File: src/rtl/bus_share_arbiter_if.sv
// Shared types and the grouped bus interface for bus_share_arbiter.
// The slave modport is the arbiter's view: it serves the core-side ibus/dbus
// requests and drives the downstream port. The master modport is the view of
// everything around it (core requesters plus the cache/memory side).

package bus_share_arbiter_pkg;

  typedef enum logic [2:0] {
    MSIZE1 = 3'd0,
    MSIZE2 = 3'd1,
    MSIZE4 = 3'd2,
    MSIZE8 = 3'd3
  } msize_t;

  typedef struct packed {
    logic        valid;
    logic [31:0] addr;
  } ibus_req_t;

  typedef struct packed {
    logic        addr_ok;
    logic        data_ok;
    logic [31:0] data;
  } ibus_resp_t;

  typedef struct packed {
    logic        valid;
    logic [31:0] addr;
    msize_t      size;
    logic [3:0]  strobe;
    logic [31:0] data;
  } dbus_req_t;

  typedef struct packed {
    logic        addr_ok;
    logic        data_ok;
    logic [31:0] data;
  } dbus_resp_t;

endpackage

interface bus_share_arbiter_if;
  import bus_share_arbiter_pkg::*;

  ibus_req_t  ireq;
  ibus_resp_t iresp;
  dbus_req_t  dreq;
  dbus_resp_t dresp;
  dbus_req_t  oreq;
  dbus_resp_t oresp;

  modport slave (
    input  ireq,
    input  dreq,
    input  oresp,
    output iresp,
    output dresp,
    output oreq
  );

  modport master (
    output ireq,
    output dreq,
    output oresp,
    input  iresp,
    input  dresp,
    input  oreq
  );

endinterface

File: src/rtl/bus_share_arbiter.sv
// bus_share_arbiter: shares one downstream data-bus port between the fetch
// requester (ibus) and the memory-stage requester (dbus). One transaction is
// outstanding at a time; the granted request is latched so the requester may
// drop valid after addr_ok. Handshake responses reach only the current owner.
//
// state | meaning
// ------+-------------------------------------------------------------
// IDLE  | no transaction; arbitrate and latch the winner's request
// ADDR  | latched request presented downstream, waiting for addr_ok
// DATA  | address accepted, waiting for data_ok

module bus_share_arbiter
  import bus_share_arbiter_pkg::*;
#(
  parameter int DBUS_FIRST = 1
) (
  input  logic                clk,
  input  logic                reset,
  bus_share_arbiter_if.slave  bus
);

  typedef enum logic [1:0] {
    S_IDLE = 2'd0,
    S_ADDR = 2'd1,
    S_DATA = 2'd2
  } state_t;

  typedef enum logic {
    OWN_I = 1'b0,
    OWN_D = 1'b1
  } owner_t;

  state_t     state_q, state_d;
  owner_t     owner_q, owner_d;
  dbus_req_t  oreq_r, oreq_d;
  dbus_req_t  oreq_c;
  ibus_resp_t iresp_c;
  dbus_resp_t dresp_c;
  logic       grant_d;
  logic       addr_ok_fwd;
  logic       data_ok_fwd;

  // dbus wins when it is the only requester or when it has priority
  assign grant_d = bus.dreq.valid && ((DBUS_FIRST != 0) || !bus.ireq.valid);

  // state, owner and latched request registers
  always_ff @(posedge clk or posedge reset) begin
    if (reset) begin
      state_q <= S_IDLE;
      owner_q <= OWN_I;
      oreq_r  <= '0;
    end else begin
      state_q <= state_d;
      owner_q <= owner_d;
      oreq_r  <= oreq_d;
    end
  end

  // next-state, grant latching and downstream request / handshake forwarding
  always_comb begin
    state_d      = state_q;
    owner_d      = owner_q;
    oreq_d       = oreq_r;
    oreq_c       = oreq_r;
    oreq_c.valid = 1'b0;
    addr_ok_fwd  = 1'b0;
    data_ok_fwd  = 1'b0;

    unique case (state_q)
      S_IDLE: begin
        // downstream responses here are stray and deliberately dropped
        if (grant_d) begin
          oreq_d       = bus.dreq;
          oreq_d.valid = 1'b0;
          owner_d      = OWN_D;
          state_d      = S_ADDR;
        end else if (bus.ireq.valid) begin
          oreq_d.valid  = 1'b0;
          oreq_d.addr   = bus.ireq.addr;
          oreq_d.size   = MSIZE4;
          oreq_d.strobe = '0;
          oreq_d.data   = '0;
          owner_d       = OWN_I;
          state_d       = S_ADDR;
        end
      end

      S_ADDR: begin
        oreq_c.valid = 1'b1;
        // data_ok without addr_ok is ignored; stay in ADDR
        if (bus.oresp.addr_ok) begin
          addr_ok_fwd = 1'b1;
          if (bus.oresp.data_ok) begin
            data_ok_fwd = 1'b1;
            state_d     = S_IDLE;
          end else begin
            state_d = S_DATA;
          end
        end
      end

      S_DATA: begin
        // address fields stay on oreq for debug visibility with valid low
        if (bus.oresp.data_ok) begin
          data_ok_fwd = 1'b1;
          state_d     = S_IDLE;
        end
      end

      default: begin
        state_d = S_IDLE;
      end
    endcase
  end

  // route handshakes to the owner only; data mirrors downstream at all times
  always_comb begin
    iresp_c         = '0;
    dresp_c         = '0;
    iresp_c.data    = bus.oresp.data;
    dresp_c.data    = bus.oresp.data;
    iresp_c.addr_ok = addr_ok_fwd && (owner_q == OWN_I);
    iresp_c.data_ok = data_ok_fwd && (owner_q == OWN_I);
    dresp_c.addr_ok = addr_ok_fwd && (owner_q == OWN_D);
    dresp_c.data_ok = data_ok_fwd && (owner_q == OWN_D);
  end

  assign bus.oreq  = oreq_c;
  assign bus.iresp = iresp_c;
  assign bus.dresp = dresp_c;

endmodule

File: src/flat_wrapper.sv
// flat-port wrapper written by rule: the top's interface ports become plain ports
module bus_share_arbiter_flat import bus_share_arbiter_pkg::*;
#(
  parameter int DBUS_FIRST = 1
)
  (clk, reset, bus_ireq, bus_dreq, bus_oresp, bus_iresp, bus_dresp, bus_oreq);
  bus_share_arbiter_if bus_i ();
  input  logic clk;
  input  logic reset;
  input wire logic [$bits(bus_i.ireq)-1:0] bus_ireq;
  input wire logic [$bits(bus_i.dreq)-1:0] bus_dreq;
  input wire logic [$bits(bus_i.oresp)-1:0] bus_oresp;
  output wire logic [$bits(bus_i.iresp)-1:0] bus_iresp;
  output wire logic [$bits(bus_i.dresp)-1:0] bus_dresp;
  output wire logic [$bits(bus_i.oreq)-1:0] bus_oreq;
  assign bus_i.ireq = bus_ireq;
  assign bus_i.dreq = bus_dreq;
  assign bus_i.oresp = bus_oresp;
  assign bus_iresp = bus_i.iresp;
  assign bus_dresp = bus_i.dresp;
  assign bus_oreq = bus_i.oreq;
  bus_share_arbiter #(.DBUS_FIRST(DBUS_FIRST)) u_core (.clk(clk), .reset(reset), .bus(bus_i));
endmodule
File: config.mk
export PLATFORM = sky130hd
export DESIGN_NAME = bus_share_arbiter_flat
export DESIGN_NICKNAME = d
export VERILOG_FILES = /design/src/rtl/bus_share_arbiter_if.sv /design/src/rtl/bus_share_arbiter.sv /design/src/flat_wrapper.sv
export SDC_FILE = /design/constraint.sdc
export NUM_CORES = 1
export LEC_CHECK = 0
export ABC_AREA = 1
export ABC_CLOCK_PERIOD_IN_PS = 3490
export BUFFER_PORTS_ARGS = -buffer_cell sky130_fd_sc_hd__buf_4
export CAP_MARGIN = 20
export CORE_AREA = 4 4 106 108
export CTS_CLUSTER_SIZE = 8
export DETAILED_ROUTE_END_ITERATION = 16
export DIE_AREA = 0 0 110 112
export GPL_TIMING_DRIVEN = 0
export PLACE_DENSITY = 0.82
export SLEW_MARGIN = 40
export SYNTH_ARGS = -nofsm -noshare
export SYNTH_HDL_FRONTEND = slang
export SYNTH_SLANG_ARGS = --single-unit
File: constraint.sdc
create_clock -name clk -period 3.49 [get_ports clk]
set_clock_uncertainty 0.15 [all_clocks]
set_input_delay 0.1745 -clock clk [delete_from_list [all_inputs] [get_ports clk]]
set_output_delay 0.1745 -clock clk [all_outputs]
set_load 0.005 [all_outputs]
# [Word-level counts from Yosys, hierarchy flattened]
# Cells that the tools add are included.
[op_classes] eq_ne=5 n_mux=16 bitwise=1 reduce_logical=8
[op_table] operator="two-way mux 71 bit" count=2
[op_table] operator="two-way mux 2 bit" count=5
[op_table] operator="two-way mux 1 bit" count=7
[op_table] operator="one-hot mux 2 bit (3 select lines)" count=1
[op_table] operator="logical AND 1 bit" count=4
[op_table] operator="inequality test 2 bit (second input constant)" count=2
[op_table] operator="inequality test 3 bit (second input constant)" count=1
[op_table] operator="AND reduction 3 bit" count=1
[op_table] operator="equality test 2 x 1 -> 1 bit (second input constant)" count=1
[op_table] operator="equality test 2 bit (second input constant)" count=1
[op_table] operator="logical NOT 2 bit" count=1
[op_table] operator="one-hot mux 1 bit (2 select lines)" count=1
[op_table] operator="AND reduction 2 bit" count=1
[op_table] operator="nonzero test 2 bit" count=1
[op_table] operator="NOT 1 bit" count=1
[word_totals] ff_bits=74 in_bits=141 wordCells=36

# [Longest topological paths before layout]
# Gate-level depths: netlist of run 1.
[depth] ltp_word=4 ltp_mapped=8

# [Worst setup path before layout of run 1]
# Ideal clock, no wire load.
[synth_timing] path_kind="reg-to-reg" startpoint="reg u_core.state_q[0]" endpoint="reg u_core.oreq_r (netlist bit u_core.bus.oreq[10])" setup_time_ps=116 arrival_ps=1206 setup_slack_ps=2018 stages_incl_launch_ff=9 path_buffers=2 path_cell_list="dfrtp_1 > inv_1 > ha_1 > nand2_1 > inv_1 > buf_4 > buf_4 > nand2_1 > nand2_1"
[synth_via] elab_chain_len=2
[synth_rtl] item="from (decl)" line="bus_share_arbiter.sv:33" text="state_t state_q, state_d;"
[synth_rtl] item="from (signal assigned)" line="bus_share_arbiter.sv:53" text="state_q <= state_d;"
[synth_rtl] item="logical NOT 2 bit" line="bus_share_arbiter.sv:69" text="unique case (state_q)"
[synth_rtl] item="AND reduction 2 bit (no source line)"
[synth_rtl] item="to (signal assigned)" line="bus_share_arbiter.sv:55" text="oreq_r <= oreq_d;"
[synth_rtl] item="to (decl)" line="bus_share_arbiter.sv:35" text="dbus_req_t oreq_r, oreq_d;"
# No other way between the ends.
# A chain may end at the register's enable or synchronous reset.

# [Worst setup path in the final report of run 1]
[layout_timing] startpoint="reg u_core.state_q[0]" endpoint="out bus_dresp[32]"
[layout_via] elab_chain_len=3 word_cells_on_any_way=4 cone_classes="eq/ne (2); mux (1); reduce/logical (1)"
[layout_rtl] item="equality test 2 bit / equality test 2 x 1 -> 1 bit (equally long branches)" line="bus_share_arbiter.sv:69"
[layout_rtl] item="one-hot mux 1 bit (2 select lines) *" line="bus_share_arbiter.sv:69"
[layout_rtl] item="logical AND 1 bit *" line="bus_share_arbiter.sv:125" text="dresp_c.data_ok = data_ok_fwd && (owner_q == OWN_D);"
[layout_rtl] item="to (decl)" line="flat_wrapper.sv:14" text="output wire logic [$bits(bus_i.dresp)-1:0] bus_dresp;"
# Mark *: on every way between the ends. The rest lies on a longest branch, timed or not.

==> metrics.cfg, run 1 <==
[outcome]
status=complete, no violations

[synthesis]
seq_area_frac_synth_pct=48.3
synth_flop_cell=dfrtp_1
synth_top_area_share_pct=48.3
syn-num-nets=647
yosys.cell_types.count=15
synth_top_cell_by_area=dfrtp_1
synth_area_per_cell_sq_um=7.63
synth-edff-count=0
synthTopCellsByArea=dfrtp_1, nand2_1, buf_4
yosysWarnings=0
synthesis.area_sq_mm=0.00383
syn_inst=502
ys_ff_latch=74
synthTopCellsByCount=nand2_1, dfrtp_1, buf_4, inv_1, o21ai_0
async_flop_share_pct=100
yosysMostFrequentCell=nand2_1

[power_and_ir_drop]
power.density_mw_per_mm2=617
intPower_mw=2.69
switching_share_pct=35.7
p_comb_share_pct=46.2
clkPwrFrac_pct=18.6
p_switching_mw=1.50
peakVddDrop_v=0.000272
finalPower_mw=4.19
pwr-share-seq_pct=35.1
p_leak_nw=3.94

[clock_network]
clk_latency_ns=0.33
post-cts-setup-buffers=0
path_clk_slew_ns=0.08
root_buffer=clkbuf_8
cts-buffers-inserted=9
hold_buffers=68
cts_tree=done
h-tree-depth=3
clock_sinks=74
cts.path.max_buffers=2
cts_resized=0

[layout]
post-route-cell-area_sq_mm=0.00679
final_core_util_pct=66.4
drive_above_1_share_pct=41.7
syn2layout_area_growth_pct=77.3
fillers=776
antenna_cells=0
fin_nets=974

[timing]
max_freq_mhz=559
relSlewSlack_pct=74.8
period_needed_ns=1.79
hold_viol_final=0
finalSetupTns_ns=0
setup_viol=0
worst_pin_slew_ns=0.378
rsz0062_at_grt=no
whs_ns=0.0137
slew_viol_final=0
finalCritPeriodShare_pct=51.2

[global_routing]
grt_busiest_layer=met2
first_global_vias=4427
grt_pass1_wl_um=20800
gr-usage-met3_pct=7.07
grt_usage_pct=21.3
antenna_found_initial=0
grt.met1_usage_pct=22.8
grt_overflow=0
met2_usage_pct=38.3
grt_max_degree=40

[detailed_routing]
wl_per_cell_um=14.1
ant_nets=0
via_per_inst=4.37
routed_wirelength_um=13700
first_pass_iters=4
drc=0
drt_iter0_drc=236
vias=4239

[run]
max_cap_violations=0

[floorplanning]
dieArea_sq_mm=0.0123
start_util_pct=37.5
io_pins=281
std_cell_rows=37
die_y_um=112
core_sq_mm=0.0102
die_x_um=110

[setup_path]
criticalPathCategory=register to output port
worstPathMaxFanout=4
required_ns=3.17
r2r_slack_ns=1.77
r2r-end=u_core.bus.oreq[8]$_DFFE_PP0P_
regToRegStartpoint=u_core.state_q[0]$_DFFE_PP0P_
cp.arrival_ns=1.46
cp-start-kind=register
ff2ff_path_depth=8
endpoint_kind=output port

[min_path]
min_to=u_core.bus.oreq[59]$_DFFE_PP0P_
hold_start=bus_dreq[59]
min_path_cells=5
hp-class=input port to register

[placement]
portBuffers=247
place_congestion=0.769
hpwl_um=9140
place_area_sq_mm=0.00588

worst max path at each step:
stage | startpoint | end | slack, ns | cells after the start
detailed placement | u_core.state_q[0]$_DFFE_PP0P_ | u_core.bus.oreq[8]$_DFFE_PP0P_ | 1.80 | 8
global placement | reset | u_core.bus.oreq[65]$_DFFE_PP0P_ | 0.37 | 2
finish | u_core.state_q[0]$_DFFE_PP0P_ | bus_dresp[32] | 1.70 | 6
CTS | u_core.state_q[0]$_DFFE_PP0P_ | bus_iresp[32] | 1.70 | 6
floorplan | reset | u_core.bus.oreq[0]$_DFFE_PP0P_ | 1.28 | 1
global route | u_core.state_q[1]$_DFFE_PP0P_ | bus_dresp[32] | 1.59 | 6
flip-flops by register name (all words and copies together) (netlist names):
register,count
u_core.bus.oreq,71
u_core.state_q,2
u_core.owner_q,1
cell families (layout without fill, tap and decap cells):
family	Yosys count	count (layout)	synth area share, %
flops	74	74	48.3
simple gates	263	263	26.0
fa+ha+maj	4	4	1.31
buf+inv	126	457	19.5
compound gates	35	35	4.93
layout make-up:
type                            count  area [sq um]  share of cell area [%]
Timing Repair Buffer              316          2550                    37.6
Sequential cell                    74          1850                    27.3
Multi-Input combinational cell    302          1230                    18.2
Buffer                             85           592                    8.71
Tap cell                          136           170                    2.50
Inverter                           41           159                    2.34
Clock buffer                       10           128                    1.88
Clock inverter                      5           104                    1.53
cell usage in the layout, fill, tap and decap left out, drive strengths merged:
cell type / count
clkbuf: 13
nor3: 2
nand3: 3
nand4: 1
bufinv: 3
ha: 4
dlygate4sd3: 68
nand2: 250
buf: 330
inv: 41
clkinv: 2
a21o: 1
dfrtp: 74
nor2: 7
o21ai: 34
power groups by stage:
stage               clock, mW  combinational (mW)  sequential [mW]
floorplan                   0               0.825             1.48
global placement            0                1.82             1.45
detailed placement          0                1.87             1.46
CTS                     0.804                1.93             1.46
global route            0.835                2.17             1.51
finish                  0.780                1.94             1.47
critical path: stages, from the launching register on:
cell and delay [ns]:
dfrtp_1 0.41, inv_1 0.08, ha_1 0.21, a21o_1 0.15
nand3_1 0.09, nor2_1 0.05, buf_4 0.14
stage by stage:
| step | worst slack [ns] | std cells |
|---|---|---|
| final | 1.70 | 969 |
| after floorplan | 1.28 | 502 |
| after global placement | 0.373 | 885 |
| after CTS | 1.70 | 969 |
| after global routing | 1.59 | 969 |
| after detailed placement | 1.80 | 886 |
per-layer routing:
layer | vias to the layer above | routed length [um] | share of wire [%]
li1 | 2089 | - | -
met1 | 1899 | 4970 | 36
met2 | 218 | 6870 | 50
met3 | 33 | 1490 | 11
met4 | 0 | 339 | 2.5
met5 | - | 0 | 0
No activity file was read; power rests on OpenSTA's default activity.
==> run 2: changes to the inputs <==
--- a/config.mk
+++ b/config.mk
@@ -5,16 +5,16 @@
 export SDC_FILE = /design/constraint.sdc
 export NUM_CORES = 1
 export LEC_CHECK = 0
-export ABC_AREA = 1
-export ABC_CLOCK_PERIOD_IN_PS = 3490
+export ABC_AREA = 0
+export ABC_CLOCK_PERIOD_IN_PS = 1710
 export BUFFER_PORTS_ARGS = -buffer_cell sky130_fd_sc_hd__buf_4
 export CAP_MARGIN = 20
-export CORE_AREA = 4 4 106 108
+export CORE_AREA = 4 4 107 109
 export CTS_CLUSTER_SIZE = 8
 export DETAILED_ROUTE_END_ITERATION = 16
-export DIE_AREA = 0 0 110 112
+export DIE_AREA = 0 0 111 113
 export GPL_TIMING_DRIVEN = 0
-export PLACE_DENSITY = 0.82
+export PLACE_DENSITY = 0.8
 export SLEW_MARGIN = 40
 export SYNTH_ARGS = -nofsm -noshare
 export SYNTH_HDL_FRONTEND = slang
==> constraint.sdc (replaced) <==
create_clock -name clk -period 1.71 [get_ports clk]
set_clock_uncertainty 0.15 [all_clocks]
set_input_delay 0.0855 -clock clk [delete_from_list [all_inputs] [get_ports clk]]
set_output_delay 0.0855 -clock clk [all_outputs]
set_load 0.005 [all_outputs]
==> run 2 against run 1 <==
The flow now finishes with violations (hold timing, setup timing). Routed wire length increased by 7.0%. Largest cell class unchanged. Largest power group unchanged. Combinational power is 130% higher. Critical path type unchanged. Power up 110%. Register-to-register slack worse by 1.7 ns. Critical endpoint unchanged. Flip-flop and latch count stayed put. First-iteration DRC count fell by 2.5%.
==> metrics.cfg, run 2 <==
[min_path]
hp-class=input port to register
min_path_cells=3

[placement]
place_ws_ns=-0.144
place_congestion=0.874
portBuffers=248
dpl.cell_count=792
hpwl_um=9630
place_area_sq_mm=0.00587

[timing]
rsz0062_at_grt=yes
finalCritPeriodShare_pct=100
setup_viol=1
setup_ws_ns=-0.00736
period_needed_ns=1.72
slew_viol_final=0
hold_viol_final=1
relSlewSlack_pct=71.8
worst_pin_slew_ns=0.424
whs_ns=-0.0899
max_freq_mhz=582

[synthesis]
synth.area.mux_share_pct=8.81
synth-compound-area-share_pct=5.37
synth_flop_cell=dfrtp_1
syn_inst=401
synth-xor-area-share_pct=0
synthesis.area_sq_mm=0.00375
syn-num-nets=546
synth_top_cell_by_area=dfrtp_1
synth_top_area_share_pct=49.4
ys_ff_latch=74
synthTopCellsByArea=dfrtp_1, buf_4, nand2_1
yosysWarnings=0
seq_area_frac_synth_pct=49.4
async_flop_share_pct=100
yosys.cell_types.count=21
synth_area_per_cell_sq_um=9.35
yosysMostFrequentCell=nand2_1
synthTopCellsByCount=nand2_1, dfrtp_1, buf_4, nand3_1
synth-edff-count=0
yosys.area_share.simple_pct=18.0
synth_top_family_by_area=simple AND/OR/NAND/NOR gates
synth_fa_ha_area_share_pct=1.33

[clock_network]
clk_latency_ns=0.34
path_clk_slew_ns=0.08
cts.path.max_buffers=2
clock_sinks=74
hold_buffers=104
root_buffer=clkbuf_8
cts-buffers-inserted=9
h-tree-depth=3
cts_tree=done

[power_and_ir_drop]
finalPower_mw=8.97
peakVddDrop_v=0.000819
power.density_mw_per_mm2=1250
p_leak_nw=3.84

[global_routing]
antenna_found_initial=1
first_global_vias=4618
grt_overflow=0
grt_usage_pct=22.9
grt_pass1_wl_um=23100
grt_max_degree=27

[floorplanning]
die_x_um=111
std_cell_rows=38
core_sq_mm=0.0106
dieArea_sq_mm=0.0125
start_util_pct=35.4
die_y_um=113
io_pins=281

[setup_path]
cp_slowest_cell=dfrtp_2
ff2ff_path_depth=5
crit_chain=inv_2 -> ha_4 -> nand2_4 -> nor3b_2 -> buf_4
cpPeakStageDelay_ns=0.43
criticalPathCategory=register to output port
worstPathMaxFanout=4
required_ns=1.47
path_delay_family=flip-flops
cp.buffers_inverters=2
cp.arrival_ns=1.48
crit_cells=5
endpoint_kind=output port
cp-start-kind=register

[detailed_routing]
via_per_inst=4.62
drt_iter0_drc=230
ant_nets=0
routed_wirelength_um=14600
drc=0
wl_per_cell_um=16.0
first_pass_iters=4
vias=4234

[layout]
final-seq-area_sq_mm=0.00185
fin_nets=914
mostFrequentLayoutCell=buf_4
final_cell_count_no_fill=916
post-route-cell-area_sq_mm=0.00719
final_cell_mix=buf_4, nand2_1, dlygate4sd3_1
syn2layout_area_growth_pct=91.6
final_core_util_pct=67.8
fillers=741
largest_reg_flops=71
multi_input_comb_area_sq_mm=0.00132
drive_above_1_share_pct=47.3

[outcome]
status=finished, violations left
violations=hold timing, setup timing

[run]
max_cap_violations=0

==> run 2: changes by cell type in the layout (fill, tap and decap cells not counted), sizes merged, moves of 3 or more <==
| cell | previous run | this run |
|---|---|---|
| inv | 41 | 2 |
| mux2i | 0 | 33 |
| nand2 | 250 | 114 |
| nor2b | 0 | 3 |
| bufinv | 3 | 0 |
| dlygate4sd3 | 68 | 104 |
| buf | 330 | 336 |
| nor2 | 7 | 2 |
| nand3 | 3 | 38 |
| clkbuf | 13 | 19 |
==> run 2: logic make-up (layout without fill, tap and decap cells) <==
kind of cell	count (synthesis)	after routing
muxes	33	33
adders and majority gates	4	4
DFF	74	74
other	0	2
buffers and inverters	91	464
AOI/OAI and AO/OA	37	37
and+or+nand+nor	162	162
==> run 2: worst paths after layout <==
path / from / end / slack (ns)
max in group asynchronous: reset / u_core.state_q[0]$_DFFE_PP0P_ / 0.73
worst max-delay path: u_core.state_q[0]$_DFFE_PP0P_ / bus_dresp[32] / -0.007
worst min-delay path: bus_oresp[32] / u_core.state_q[1]$_DFFE_PP0P_ / -0.09
worst min register to register: u_core.bus.oreq[38]$_DFFE_PP0P_ / u_core.bus.oreq[38]$_DFFE_PP0P_ / 0.32
min in group asynchronous: reset / u_core.bus.oreq[56]$_DFFE_PP0P_ / 0.09
worst max register to register: u_core.state_q[0]$_DFFE_PP0P_ / u_core.state_q[1]$_DFFE_PP0P_ / 0.11
==> run 2: area by class of cell <==
type                       count  area share [%]
clock inverter                 2           0.139
clock buffer                  14            2.40
buffer                        87            8.90
antenna                        2          0.0697
multi-input combinational    236            18.3
tap                          140            2.44
timing repair buffer         358            41.8
inverter                       3           0.209
sequential                    74            25.8
==> run 2: timing repair <==
item / in CTS / in global routing
gates resized for setup: 8 / 12
hold endpoints to repair: 146 / 1
pin swaps: 0 / 3
setup endpoints to repair: 69 / 73
buffers inserted: 2 / 1
==> run 2: layer usage <==
layer	global-route usage [%]	vias to the layer above	part of all wire, %
li1	-	1978	-
met1	24.0	1975	34
met3	7.49	49	9.0
met5	0	-	0
met4	9.77	0	3.4
met2	42.1	232	53
==> run 2: worst min-delay path, cell delays in order <==
cell      delay [ns]
buf_4           0.11
nand2b_1        0.10
mux2i_1         0.07
==> run 2: report_power, final <==
part | total [mW] | switching (mW) | internal [mW]
logic | 4.52 | 2.10 | 2.41
clock network | 1.26 | 0.615 | 0.643
registers | 3.19 | 0.568 | 2.63
total | 8.97 | 3.29 | 5.68
==> run 2: through the flow <==
| step | setup TNS (ns) | hold WS, ns |
|---|---|---|
| after floorplan | 0 | 0.0815 |
| after global placement | -3.28 | 0.167 |
| after detailed placement | -6.82 | -0.0985 |
| after CTS | -0.0117 | -0.127 |
| after global routing | -0.0649 | -0.0764 |
| final | -0.00736 | -0.0899 |
